==> src/rtl/port_tx_drain_pkg.sv <==
// Shared types and constants for the output-port drain logic.
package port_tx_drain_pkg;

    typedef enum logic {
        HDR     = 1'b0,
        PAYLOAD = 1'b1
    } state_e;

    localparam int OUT_BUF_DEPTH = 3;
    localparam int LEN_LSB       = 0;
    localparam int W_WIDTH_DEF   = 32;

endpackage

==> src/rtl/port_tx_drain_out_buf.sv <==
// Three-entry circular buffer between the fifo read port and the tx interface.
module tx_out_buf
    import port_tx_drain_pkg::*;
#(
    parameter int DATA_W = W_WIDTH_DEF
) (
    input  logic              clk,
    input  logic              rst_n,
    input  logic              push,
    input  logic [DATA_W-1:0] push_data,
    input  logic              pop,
    output logic [DATA_W-1:0] head,
    output logic [1:0]        occ
);

    logic [DATA_W-1:0] mem [OUT_BUF_DEPTH];
    logic [1:0]        rd_ptr;
    logic [1:0]        wr_ptr;

    function automatic logic [1:0] ptr_inc(input logic [1:0] p);
        return (p == 2'(OUT_BUF_DEPTH - 1)) ? 2'd0 : p + 2'd1;
    endfunction

    always_ff @(posedge clk or negedge rst_n) begin
        if (!rst_n) begin
            rd_ptr <= 2'd0;
            wr_ptr <= 2'd0;
            occ    <= 2'd0;
        end else begin
            if (push) wr_ptr <= ptr_inc(wr_ptr);
            if (pop)  rd_ptr <= ptr_inc(rd_ptr);
            case ({push, pop})
                2'b10:   occ <= occ + 2'd1;
                2'b01:   occ <= occ - 2'd1;
                default: occ <= occ;
            endcase
        end
    end

    // Storage is not reset; occupancy alone decides what is valid.
    always_ff @(posedge clk) begin
        if (push) mem[wr_ptr] <= push_data;
    end

    assign head = mem[rd_ptr];

endmodule

==> src/rtl/port_tx_drain.sv <==
// Read side of one output-port fifo: prefetch into a small buffer, frame packets on tx.
module port_tx_drain
    import port_tx_drain_pkg::*;
#(
    parameter int W_WIDTH = W_WIDTH_DEF,
    parameter int LEN_W   = 8,
    parameter int CNT_W   = 16
) (
    input  logic               clk,
    input  logic               rst_n,
    output logic               fifo_rd_en,
    input  logic [W_WIDTH-1:0] fifo_data,
    input  logic               fifo_empty,
    input  logic               tx_en,
    output logic               tx_valid,
    output logic [W_WIDTH-1:0] tx_data,
    output logic               tx_sop,
    output logic               tx_eop,
    input  logic               tx_ready,
    output logic               pkt_done,
    output logic [CNT_W-1:0]   pkt_cnt,
    output logic               busy
);

    state_e             state, state_nx;
    logic [LEN_W-1:0]   rem, rem_nx;
    logic               hdr_hold, hold_nx;
    logic               inflight;
    logic               done_nx;
    logic               valid_c, sop_c, eop_c, xfer;
    logic [1:0]         occ;
    logic [W_WIDTH-1:0] head;
    logic [LEN_W-1:0]   hdr_len;

    tx_out_buf #(.DATA_W(W_WIDTH)) u_out_buf (
        .clk       (clk),
        .rst_n     (rst_n),
        .push      (inflight),
        .push_data (fifo_data),
        .pop       (xfer),
        .head      (head),
        .occ       (occ)
    );

    assign hdr_len = head[LEN_LSB +: LEN_W];

    // Counting in-flight pops keeps the buffer from ever overflowing.
    assign fifo_rd_en = !fifo_empty &&
                        (({1'b0, occ} + {2'b00, inflight}) < 3'(OUT_BUF_DEPTH));

    always_comb begin
        valid_c  = 1'b0;
        sop_c    = 1'b0;
        eop_c    = 1'b0;
        state_nx = state;
        rem_nx   = rem;
        hold_nx  = hdr_hold;
        done_nx  = 1'b0;
        case (state)
            HDR: begin
                // hdr_hold keeps a presented header valid if tx_en drops while stalled
                valid_c = (occ != 2'd0) && (tx_en || hdr_hold);
                sop_c   = 1'b1;
                eop_c   = (hdr_len == '0);
                if (valid_c && tx_ready) begin
                    hold_nx = 1'b0;
                    if (hdr_len == '0) begin
                        done_nx = 1'b1;
                    end else begin
                        rem_nx   = hdr_len;
                        state_nx = PAYLOAD;
                    end
                end else if (valid_c) begin
                    hold_nx = 1'b1;
                end
            end
            PAYLOAD: begin
                valid_c = (occ != 2'd0);
                eop_c   = (rem == LEN_W'(1));
                if (valid_c && tx_ready) begin
                    rem_nx = rem - LEN_W'(1);
                    if (rem == LEN_W'(1)) begin
                        state_nx = HDR;
                        done_nx  = 1'b1;
                    end
                end
            end
            default: state_nx = HDR;
        endcase
    end

    assign xfer     = valid_c && tx_ready;
    assign tx_valid = valid_c;
    assign tx_data  = valid_c ? head : '0;
    assign tx_sop   = valid_c && sop_c;
    assign tx_eop   = valid_c && eop_c;
    assign busy     = (state == PAYLOAD) || (occ != 2'd0) || inflight;

    always_ff @(posedge clk or negedge rst_n) begin
        if (!rst_n) begin
            state    <= HDR;
            rem      <= '0;
            hdr_hold <= 1'b0;
            inflight <= 1'b0;
            pkt_done <= 1'b0;
            pkt_cnt  <= '0;
        end else begin
            state    <= state_nx;
            rem      <= rem_nx;
            hdr_hold <= hold_nx;
            inflight <= fifo_rd_en;
            pkt_done <= done_nx;
            pkt_cnt  <= pkt_cnt + CNT_W'(done_nx);
        end
    end

    occ_bound_a: assert property (@(posedge clk) disable iff (!rst_n)
        (({1'b0, occ} + {2'b00, inflight}) <= 3'(OUT_BUF_DEPTH)));

endmodule

==> config.mk <==
export PLATFORM = sky130hd
export DESIGN_NAME = port_tx_drain
export DESIGN_NICKNAME = d
export VERILOG_FILES = /design/src/rtl/port_tx_drain_pkg.sv /design/src/rtl/port_tx_drain_out_buf.sv /design/src/rtl/port_tx_drain.sv
export SDC_FILE = /design/constraint.sdc
export NUM_CORES = 1
export LEC_CHECK = 0
export CAP_MARGIN = 10
export CORE_MARGIN = 8
export CORE_UTILIZATION = 53
export CTS_CLUSTER_DIAMETER = 60
export DETAILED_ROUTE_END_ITERATION = 7
export PLACE_DENSITY = 0.8
export SETUP_SLACK_MARGIN = 0.2
export SYNTH_ARGS = -nofsm -noshare
export SYNTH_HDL_FRONTEND = slang
export SYNTH_SLANG_ARGS = --single-unit
==> constraint.sdc <==
create_clock -name clk -period 4.6 [get_ports clk]
set_input_delay 0.92 -clock clk [delete_from_list [all_inputs] [get_ports clk]]
set_output_delay 0.92 -clock clk [all_outputs]
set_load 0.01 [all_outputs]
==> results.cfg <==
[run_status]
outcome = completed

[floorplan]
die_area_sq_um = 13700
die_w_um = 117
core_area_sq_um = 10100
fp.dieH_um = 117
start_util_pct = 53.4
io_pins = 91
rows = 37

[worst_setup_path]
worstSetupStartpoint = u_out_buf.rd_ptr[0]
worstPathRequired_ps = 3680
cp-end-kind = primary output
ff2ff_path_depth = 12
reg2reg_slack_ps = 1260
timing.rr.start = u_out_buf.rd_ptr[0]
rr_endpoint = pkt_cnt[12]
crit_path_end = tx_eop
crit_fanout = 23
cp.arrival_ps = 3250
crit_type = reg -> out
start_kind = flop

[clock_tree]
hold_buffers = 0
clock_latency_ps = 520
cts_resized = 0
clock_path_buffers = 2
cts_num_sinks = 130
post_cts_buffers = 0
htreeDepth = 4
cts_root_buf = clkbuf_8
cts_buffers = 17
cts.clk_slew.worst_paths_ps = 60
cts_tree = done

[min_path]
hold_class = reg -> reg
worstHoldPathCells = 1

[timing]
finalSetupTns_ps = 0
hold_viol_final = 0
post-route-period-util_pct = 90.7
grt_setup_unrepaired = no
layout_min_cycle_time_ps = 4170
worst_pin_slew_ps = 1040
timing.fmax_mhz = 240
slew_headroom_pct = 30.3
setup_violations = 0
fin_skew_ps = 9.45
drv_slew = 0

[place]
post_dp_cell_area_sq_um = 6460
gp_congestion = 0.853
io_buffers = 90
hpwl_um = 7290

[yosys]
synth-simple-area-share_pct = 10.7
synth_area_sq_um = 5420
synth_compound_area_share_pct = 5.52
synth-xor-area-share_pct = 2.75
yosys.area_share.adder_pct = 1.62
yosys_warnings = 0
avgSynthCellArea_sq_um = 13.6
ys.flop_type = edfxtp_1
synth_edf_count = 96
async_flop_share_pct = 26.2
synth_top_family_by_area = simple AND/OR/NAND/NOR gates
synth.area.mux_share_pct = 8.38
syn_nets = 441
synth-seq-area-share_pct = 68.9
ys_ff_latch = 130
synth_cells = 397
synth_cell_types = 41

[grt]
antenna_found_initial = 0
grt.total_usage_pct = 17.5
grt-ovfl-total = 0
grt_pass1_vias = 3593
grt_max_degree = 51
grt_first_pass_wirelength_um = 18000

[layout]
antenna_cells = 0
final_cell_mix = edfxtp_1, clkdlybuf4s50_1, nor2_1
syn_to_final_growth_pct = 30.4
final-seq-area_sq_um = 3740
multi_input_area_sq_um = 1590
fin_nets = 538
layout-drive-gt1-share_pct = 10.1
fillCellCount = 686
fin_area_sq_um = 7070
layout_commonest_cell = edfxtp_1

[power]
p_leak_nw = 2.66
power_density_nw_per_um2 = 666
ir_drop_v = 0.000487

[detailed_routing]
drtIter0Drc = 204
num_vias = 3454
ant_nets = 0
wl_per_cell_um = 17.9
dr.pass1.iters = 5
viasPerCell = 5.37
drc_errors = 0
wl_um = 11500

[flow_run]
drv_cap = 0
==> how the worst min path moves through the flow <==
stage	start	to	slack, ps
6_report	pkt_cnt[15]	pkt_cnt[15]	470
5_1_grt	pkt_cnt[14]	pkt_cnt[14]	510
4_1_cts	pkt_cnt[15]	pkt_cnt[15]	480
3_5_place_dp	pkt_cnt[15]	pkt_cnt[15]	470
3_3_place_gp	pkt_cnt[15]	pkt_cnt[15]	460
2_1_floorplan	u_out_buf.occ[1]	u_out_buf.occ[1]	470
==> cells in the mapped netlist (all sizes together), types with 5 or more instances <==
| cell type | count | area, sq um |
|---|---|---|
| a211oi | 10 | 75.1 |
| a21oi | 30 | 150 |
| and2 | 8 | 50.1 |
| buf | 11 | 63.8 |
| clkbuf | 7 | 26.3 |
| dfrtp | 34 | 851 |
| edfxtp | 96 | 2880 |
| ha | 7 | 87.6 |
| inv | 7 | 26.3 |
| mux2 | 9 | 109 |
| mux2i | 32 | 345 |
| nand2 | 14 | 52.6 |
| nand4 | 7 | 43.8 |
| nor2 | 72 | 270 |
| xnor2 | 12 | 105 |
| xor2 | 5 | 43.8 |
==> metal layers <==
metal | track usage [%] | part of all wire (%) | up-vias
met3 | 5.70 | 8.2 | 15
met2 | 28.8 | 49 | 124
met5 | 0 | 0 | -
met4 | 7.17 | 1.2 | 0
li1 | - | - | 1641
met1 | 21.0 | 41 | 1674
==> registers in the layout (all words and copies together) (netlist names), 2 cells and up <==
register / cells
u_out_buf.mem: 96
pkt_cnt: 16
rem: 8
u_out_buf.occ: 2
u_out_buf.rd_ptr: 2
u_out_buf.wr_ptr: 2
==> cell type report <==
class,count,share of cell area [%]
Tap cell,136,2.41
Clock buffer,18,5.91
Timing Repair Buffer,96,13.5
Sequential cell,130,52.9
Multi-Input combinational cell,242,22.5
Inverter,7,0.372
Clock inverter,14,2.50
==> power breakdown <==
part / switching [mW] / leakage [nW] / internal [mW]
Clock: 0.515 / 0.277 / 0.832
Combinational: 0.861 / 1.08 / 0.775
Sequential: 0.175 / 1.31 / 1.55
Total: 1.55 / 2.66 / 3.16
==> cell families after synthesis <==
family / Yosys count
muxes: 41
buffers and inverters: 25
AOI/OAI and AO/OA: 51
adders and majority gates: 7
xor gates and xnor gates: 17
and+or+nand+nor: 126
DFF: 130
==> metrics by stage <==
step	power (mW)	hold WS, ps	util (%)	worst slack [ps]	instances
final	4.71	474	69.7	426	643
after floorplan	2.66	470	-	1260	397
after CTS	4.75	477	69.6	254	643
after global placement	3.32	462	63.8	852	611
after detailed placement	3.37	467	63.8	812	611
after global routing	4.97	510	69.7	241	643
==> worst max-delay path, cell delays in order (launching register included) <==
cell and delay, ps:
dfrtp_2 570, buf_8 300, mux2_4 340, mux2i_4 180, nand4_1 120, or2_0 350
o21ai_1 210, and2_1 150, clkdlybuf4s50_1 530
Note: power is estimated with default switching activity, not from simulation.
